[config.mk]
export PLATFORM = sky130hd
export DESIGN_NAME = raman_dual_accum_ratio
export DESIGN_NICKNAME = d
export VERILOG_FILES = /design/src/rtl/raman_dual_accum_ratio.sv
export SDC_FILE = /design/constraint.sdc
export NUM_CORES = 2
export LEC_CHECK = 0
export CORE_ASPECT_RATIO = 0.6
export CORE_UTILIZATION = 60
export DETAILED_ROUTE_END_ITERATION = 16
export DONT_BUFFER_PORTS = 1
export PLACE_DENSITY_LB_ADDON = 0.2
export SLEW_MARGIN = 5
export SYNTH_ARGS = -nofsm -noshare
export SYNTH_HDL_FRONTEND = slang
export SYNTH_SLANG_ARGS = --single-unit
export TNS_END_PERCENT = 30
[constraint.sdc]
create_clock -name clock -period 12.76 [get_ports clock]
set_clock_uncertainty 0.05 [all_clocks]
set_input_delay 2.552 -clock clock [delete_from_list [all_inputs] [get_ports clock]]
set_output_delay 2.552 -clock clock [all_outputs]
set_load 0.01 [all_outputs]
[src/rtl/raman_dual_accum_ratio.sv]
// ============================================================================
// raman_dual_accum_ratio : pump-on/pump-off dual-bank accumulator with a
//                          per-point sequential A/B ratio divider.
// Revision: 1.0
// ============================================================================
`default_nettype none

module raman_dual_accum_ratio #(
    parameter int DATA_W   = 12,
    parameter int POINTS   = 10,
    parameter int MEASURES = 100,
    parameter int ACC_W    = 29,
    parameter int FRAC_W   = 8,
    parameter int RATIO_W  = 12
) (
    input  logic                       clock,
    input  logic                       reset_n,
    input  logic                       enable,
    input  logic                       in_valid,
    output logic                       in_ready,
    input  logic [DATA_W-1:0]          in_data,
    output logic                       bank,
    output logic [$clog2(POINTS)-1:0]  point_idx,
    output logic                       out_valid,
    input  logic                       out_ready,
    output logic [$clog2(POINTS)-1:0]  out_point,
    output logic [RATIO_W-1:0]         out_ratio,
    output logic                       out_last,
    output logic                       busy,
    output logic                       frame_done
);

    localparam int PTR_W = $clog2(POINTS);
    localparam int DIV_W = ACC_W + FRAC_W;
    localparam int BC_W  = $clog2(DIV_W);
    localparam int SW_W  = $clog2(MEASURES + 1);
    localparam logic [PTR_W-1:0] LAST_PT    = PTR_W'(POINTS - 1);
    localparam logic [BC_W-1:0]  LAST_BIT   = BC_W'(DIV_W - 1);
    localparam logic [SW_W-1:0]  LAST_SWEEP = SW_W'(MEASURES - 1);

    typedef enum logic [1:0] {
        IDLE   = 2'd0,
        ACCUM  = 2'd1,
        DIVIDE = 2'd2,
        OUTPUT = 2'd3
    } state_t;

    state_t              state, state_next;
    logic                xfer, last_b, div_done, frame_end;
    logic [SW_W-1:0]     sweep_cnt;
    logic [ACC_W-1:0]    acc_a [POINTS];
    logic [ACC_W-1:0]    acc_b [POINTS];
    logic [RATIO_W-1:0]  ratio_buf [POINTS];

    logic                div_loaded, b_zero, q_bit;
    logic [PTR_W-1:0]    div_point, div_point_nxt, out_point_nxt;
    logic [BC_W-1:0]     bit_cnt;
    logic [DIV_W-1:0]    dvd, quo_full;
    logic [DIV_W-2:0]    quo;
    logic [ACC_W-1:0]    dvs, rem, rem_next;
    logic [ACC_W:0]      trial;
    logic [RATIO_W-1:0]  ratio_sat;

    assign xfer      = in_valid && in_ready;
    assign last_b    = xfer && bank && (point_idx == LAST_PT) && (sweep_cnt == LAST_SWEEP);
    assign div_done  = (state == DIVIDE) && div_loaded && (bit_cnt == LAST_BIT) && (div_point == LAST_PT);
    assign frame_end = (state == OUTPUT) && out_valid && out_ready && out_last;

    always_ff @(posedge clock or negedge reset_n) begin
        if (!reset_n) state <= IDLE;
        else          state <= state_next;
    end

    always_comb begin
        state_next = state;
        in_ready   = 1'b0;
        busy       = 1'b1;
        case (state)
            IDLE: begin
                busy = 1'b0;
                if (enable) state_next = ACCUM;
            end
            ACCUM: begin
                in_ready = 1'b1;
                if (!enable)     state_next = IDLE;
                else if (last_b) state_next = DIVIDE;
            end
            DIVIDE: begin
                if (!enable)       state_next = IDLE;
                else if (div_done) state_next = OUTPUT;
            end
            OUTPUT: begin
                if (!enable || frame_end) state_next = IDLE;
            end
            default: state_next = IDLE;
        endcase
    end

    always_ff @(posedge clock or negedge reset_n) begin
        if (!reset_n) begin
            bank      <= 1'b0;
            point_idx <= '0;
            sweep_cnt <= '0;
        end else if (state_next != ACCUM) begin
            bank      <= 1'b0;
            point_idx <= '0;
            sweep_cnt <= '0;
        end else if (xfer) begin
            if (point_idx == LAST_PT) begin
                point_idx <= '0;
                bank      <= ~bank;
                if (bank) sweep_cnt <= sweep_cnt + 1'b1;
            end else begin
                point_idx <= point_idx + 1'b1;
            end
        end
    end

    // Every route back to IDLE (frame end or abort) passes through here, so banks start at zero.
    always_ff @(posedge clock or negedge reset_n) begin
        if (!reset_n) begin
            for (int i = 0; i < POINTS; i++) begin
                acc_a[i] <= '0;
                acc_b[i] <= '0;
            end
        end else if (state_next == IDLE) begin
            for (int i = 0; i < POINTS; i++) begin
                acc_a[i] <= '0;
                acc_b[i] <= '0;
            end
        end else if (xfer) begin
            if (bank) acc_b[point_idx] <= acc_b[point_idx] + ACC_W'(in_data);
            else      acc_a[point_idx] <= acc_a[point_idx] + ACC_W'(in_data);
        end
    end

    // Restoring divider step; dividend bits stream out of dvd MSB first.
    always_comb begin
        trial         = {rem, dvd[DIV_W-1]};
        q_bit         = (trial >= {1'b0, dvs});
        rem_next      = q_bit ? ACC_W'(trial - {1'b0, dvs}) : trial[ACC_W-1:0];
        quo_full      = {quo, q_bit};
        ratio_sat     = (b_zero || (|quo_full[DIV_W-1:RATIO_W])) ? '1 : quo_full[RATIO_W-1:0];
        div_point_nxt = (div_point == LAST_PT) ? '0 : div_point + 1'b1;
        out_point_nxt = (out_point == LAST_PT) ? '0 : out_point + 1'b1;
    end

    // The first DIVIDE cycle only loads point 0; later operands load on each point's last bit.
    always_ff @(posedge clock or negedge reset_n) begin
        if (!reset_n) begin
            div_loaded <= 1'b0;
            div_point  <= '0;
            bit_cnt    <= '0;
            dvd        <= '0;
            dvs        <= '0;
            rem        <= '0;
            quo        <= '0;
            b_zero     <= 1'b0;
        end else if (state != DIVIDE) begin
            div_loaded <= 1'b0;
            div_point  <= '0;
            bit_cnt    <= '0;
        end else if (!div_loaded || (bit_cnt == LAST_BIT)) begin
            div_loaded <= 1'b1;
            div_point  <= div_loaded ? div_point_nxt : '0;
            bit_cnt    <= '0;
            rem        <= '0;
            quo        <= '0;
            dvd        <= {acc_a[div_loaded ? div_point_nxt : '0], {FRAC_W{1'b0}}};
            dvs        <= acc_b[div_loaded ? div_point_nxt : '0];
            b_zero     <= (acc_b[div_loaded ? div_point_nxt : '0] == '0);
        end else begin
            bit_cnt    <= bit_cnt + 1'b1;
            rem        <= rem_next;
            quo        <= quo_full[DIV_W-2:0];
            dvd        <= {dvd[DIV_W-2:0], 1'b0};
        end
    end

    always_ff @(posedge clock or negedge reset_n) begin
        if (!reset_n) begin
            for (int i = 0; i < POINTS; i++) ratio_buf[i] <= '0;
        end else if (state_next == IDLE) begin
            for (int i = 0; i < POINTS; i++) ratio_buf[i] <= '0;
        end else if ((state == DIVIDE) && div_loaded && (bit_cnt == LAST_BIT)) begin
            ratio_buf[div_point] <= ratio_sat;
        end
    end

    always_ff @(posedge clock or negedge reset_n) begin
        if (!reset_n) begin
            out_valid  <= 1'b0;
            out_point  <= '0;
            out_ratio  <= '0;
            out_last   <= 1'b0;
            frame_done <= 1'b0;
        end else begin
            frame_done <= 1'b0;
            if ((state == OUTPUT) && (state_next == OUTPUT)) begin
                if (!out_valid) begin
                    out_valid <= 1'b1;
                    out_point <= '0;
                    out_ratio <= ratio_buf[0];
                    out_last  <= 1'b0;
                end else if (out_ready) begin
                    out_point <= out_point_nxt;
                    out_ratio <= ratio_buf[out_point_nxt];
                    out_last  <= (out_point_nxt == LAST_PT);
                end
            end else begin
                out_valid  <= 1'b0;
                out_point  <= '0;
                out_ratio  <= '0;
                out_last   <= 1'b0;
                frame_done <= enable && frame_end;
            end
        end
    end

endmodule

`default_nettype wire
==> flow_summary.toml <==
[floorplanning]
io_pins = 43
die_h_um = 219.3
num_rows = 79
dieArea_um2 = 79830
coreArea_um2 = 77690
initial_utilization = 0.6076
die_w_um = 364.1

[setup_path]
required_ns = 13.20
rr_startpoint = "point_idx[0]"
slowest_stage = "o41ai_2"
r2r-end = "acc_b[248]"
critPathLaunchType = "flop"
critPathMaxFanout = 43
crit_path_frequent_cell = "o21ai_0"
crit_cells = 15
cp_cell_sequence = "buf_4 -> mux4_2 -> mux2i_1 -> o21ai_0 -> ha_1 -> inv_1 -> fa_1 -> nand2b_1 -> a211oi_1 -> nor3_1 -> o41ai_2 -> nor2b_1 -> nand2_1 -> xor2_1 -> o21ai_0"
worstSetupPathType = "flop to flop"
crit_path_end_kind = "flop"
ff2ff_setup_slack_ns = 5.79
critical_path.top_delay_family = "compound AO/OA/AOI/OAI gates"
path_buf_inv = 2
worst_r2r_path_depth = 15
critPathMaxStageDelay_ns = 1.07
cp.arrival_ns = 7.41

[finish]
final_cell_mix = "982 x nand2_1, 861 x dfrtp_1, 534 x o21ai_0, 316 x nor2_1, 237 x a21oi_1"
area_delta_synth_final_pct = 7.329
finalNonFillerCells = 5872
final_common_cell = "nand2_1"
drive_gt1_frac = 0.1020
n_fill_cell = 6338
final_nets = 4824

[logic_synthesis]
synth_seq_area_share = 0.4602
syn-num-nets = 5038
synthCells = 4962
syn_area_per_cell_um2 = 9.513
syn_area_um2 = 47200
synth_seq_cells = 868
async_flop_share = 1.000
synthFlopType = "dfrtp_1"
synth_edf_count = 0
ys_types = 105
ys_warn_count = 0

[power_and_ir_drop]
vdd_ir_drop_max_v = 0.0001026
leakagePower_nw = 20.89
p_per_area_nw_per_um2 = 126.2
power_frac_comb = 0.160
power.total_mw = 6.395
p_sw_frac = 0.2942
p_seq_frac = 0.441
p_int_mw = 4.513
clkPwrFrac = 0.399
power_switching_mw = 1.881

[job]
maxCapViolations = 1

[routing]
antenna_left = 0
drt_pass1_iterations = 8
drt-total-wl_um = 164600
drcViolationCount = 0
drt_iter0_markers = 6284
vias = 41620
avgRoutedWirePerCell_um = 28.04
vias_per_cell = 7.088

[clock_network]
cts_tree = "done"
path_clk_slew_ns = 0.07
post_cts.repair.setup_buffers = 0
clk_latency_ns = 0.69
cts.repair.resized = 0
cts_max_level = 3
cts-hold-fix-buffers = 0
cts.path.max_buffers = 3
cts_buffers = 82
cts.sinks = 868
cts-root-buf = "clkbuf_16"

[sta]
tightest_slew_ns = 1.561
rsz0062_at_grt = "false"
fmax_mhz = 143.4
finalCritPeriodShare = 0.5466
slew_headroom = -0.04071
finalMaxSlewViolations = 131
hold_viol = 0
min_period_ns = 6.974
fin_setup_tns_ns = 0
finalWorstSetupSlack_ns = 5.786
setup_violations = 0
hold_slack_ns = 0.4366

[worst_hold_path]
hold_end = "dvs[2]"
whs_path_depth = 2
hold_start = "dvs[2]"
hp-class = "flop to flop"

[placement]
routabilityCongestion = 0.9813
placed_cells = 5713
hpwl_um = 100000
dpl_worst_slack_ns = 6.065
numPortBuffers = 0

[grt]
grt_pass1_vias = 38914
grt_max_degree = 869
grt_overflow = 0
grt_usage = 0.4130
grt_pass1_wl_um = 247500
antenna_found_initial = 3

[status]
outcome = "finished, violations left"
failed_checks = "max-capacitance violations, max-slew violations"
flip-flops by register name, indices dropped and copies added (netlist names), 2 cells and up:
| signal | flops |
|---|---|
| quo | 36 |
| bit_cnt | 6 |
| dvs | 29 |
| out_ratio | 12 |
| sweep_cnt | 7 |
| out_point | 4 |
| acc_a | 290 |
| rem | 29 |
| acc_b | 290 |
| dvd | 29 |
| point_idx | 4 |
| state | 2 |
| div_point | 4 |
| ratio_buf | 120 |
layout make-up:
| type | count | area (um^2) | area share |
|---|---|---|---|
| Antenna cell | 3 | 7.507 | 0.0001482 |
| Inverter | 79 | 297.8 | 0.005878 |
| Timing Repair Buffer | 91 | 775.7 | 0.01531 |
| Tap cell | 1053 | 1318 | 0.02601 |
| Sequential cell | 868 | 21740 | 0.4291 |
| Multi-Input combinational cell | 3626 | 23820 | 0.4701 |
| Clock buffer | 124 | 2402 | 0.04742 |
| Clock inverter | 28 | 309.0 | 0.006100 |
routing by layer:
layer	track usage	wire, um	vias up
li1	-	-	17570
met5	0.02206	230	-
met4	0.1197	5283	4
met3	0.1903	28630	491
met2	0.5319	63510	3277
met1	0.6107	66980	20278
logic make-up (layout without fill, tap and decap cells):
| group | Yosys count | count (layout) | synth area share |
|---|---|---|---|
| AOI/OAI and AO/OA | 1549 | 1549 | 0.2144 |
| xor gates and xnor gates | 75 | 75 | 0.01606 |
| adders and majority gates | 59 | 59 | 0.01612 |
| buffers and inverters | 468 | 322 | 0.04276 |
| DFF | 868 | 868 | 0.4602 |
| muxes | 288 | 288 | 0.09853 |
| other | 0 | 3 | 0 |
| and+or+nand+nor | 1655 | 1655 | 0.1519 |
worst max path at each step:
| stage | startpoint | endpoint | slack (ns) |
|---|---|---|---|
| 6_report | point_idx[0] | acc_b[248] | 5.79 |
| 5_1_grt | point_idx[0] | acc_b[161] | 5.51 |
| 4_1_cts | point_idx[0] | acc_b[248] | 6.04 |
| 3_5_place_dp | in_data[0] | acc_b[248] | 6.06 |
| 3_3_place_gp | point_idx[0] | acc_b[200] | 6.18 |
| 2_1_floorplan | in_data[0] | acc_b[113] | 7.50 |
power by group through the flow:
| stage | clock [mW] | sequential, mW | combinational [mW] |
|---|---|---|---|
| after CTS | 2.55 | 2.82 | 0.930 |
| after detailed placement | 0 | 2.87 | 0.925 |
| final | 2.55 | 2.82 | 1.02 |
| after global routing | 2.66 | 2.82 | 1.09 |
| after global placement | 0 | 2.87 | 0.911 |
| after floorplan | 0 | 2.86 | 0.684 |
synthesized netlist by cell type, drive strengths merged, types with 17 or more instances:
library cell / number / area [um^2]
nand2: 983 / 3690
dfrtp: 868 / 21720
o21ai: 598 / 3012
nor2: 329 / 1267
clkbuf: 278 / 1044
a21oi: 261 / 1321
a22o: 199 / 1743
mux4: 136 / 3085
mux2i: 117 / 1171
a211oi: 112 / 870.8
buf: 111 / 678.2
inv: 77 / 289.0
and3: 67 / 419.2
a311oi: 58 / 508.0
nand3: 58 / 310.3
ha: 56 / 700.7
a221oi: 55 / 500.5
nor2b: 44 / 275.3
a22oi: 43 / 322.8
xnor2: 42 / 401.6
mux2: 35 / 394.1
nor3: 35 / 180.2
xor2: 33 / 356.6
nand4: 32 / 225.2
nor4: 32 / 221.5
o21a: 28 / 210.2
o32ai: 24 / 210.2
a21o: 23 / 172.7
nand2b: 21 / 146.4
a31oi: 17 / 106.4
worst register-to-register path: cells and delay by family (launching register included):
kind / cells / cell delay [ns]
buf+inv: 2 / 0.96
mux: 2 / 0.47
simple gates: 4 / 1.35
xor+xnor: 1 / 0.55
fa+ha+maj: 2 / 0.70
compound gates: 4 / 1.86
flops: 1 / 0.84
through the flow:
step,area (um^2),util
after floorplan,47200,-
after global placement,47830,0.6157
after detailed placement,47830,0.6157
after CTS,50540,0.6506
after global routing,50650,0.6520
final,50660,0.6521
Note: power is estimated with default switching activity, not from simulation.
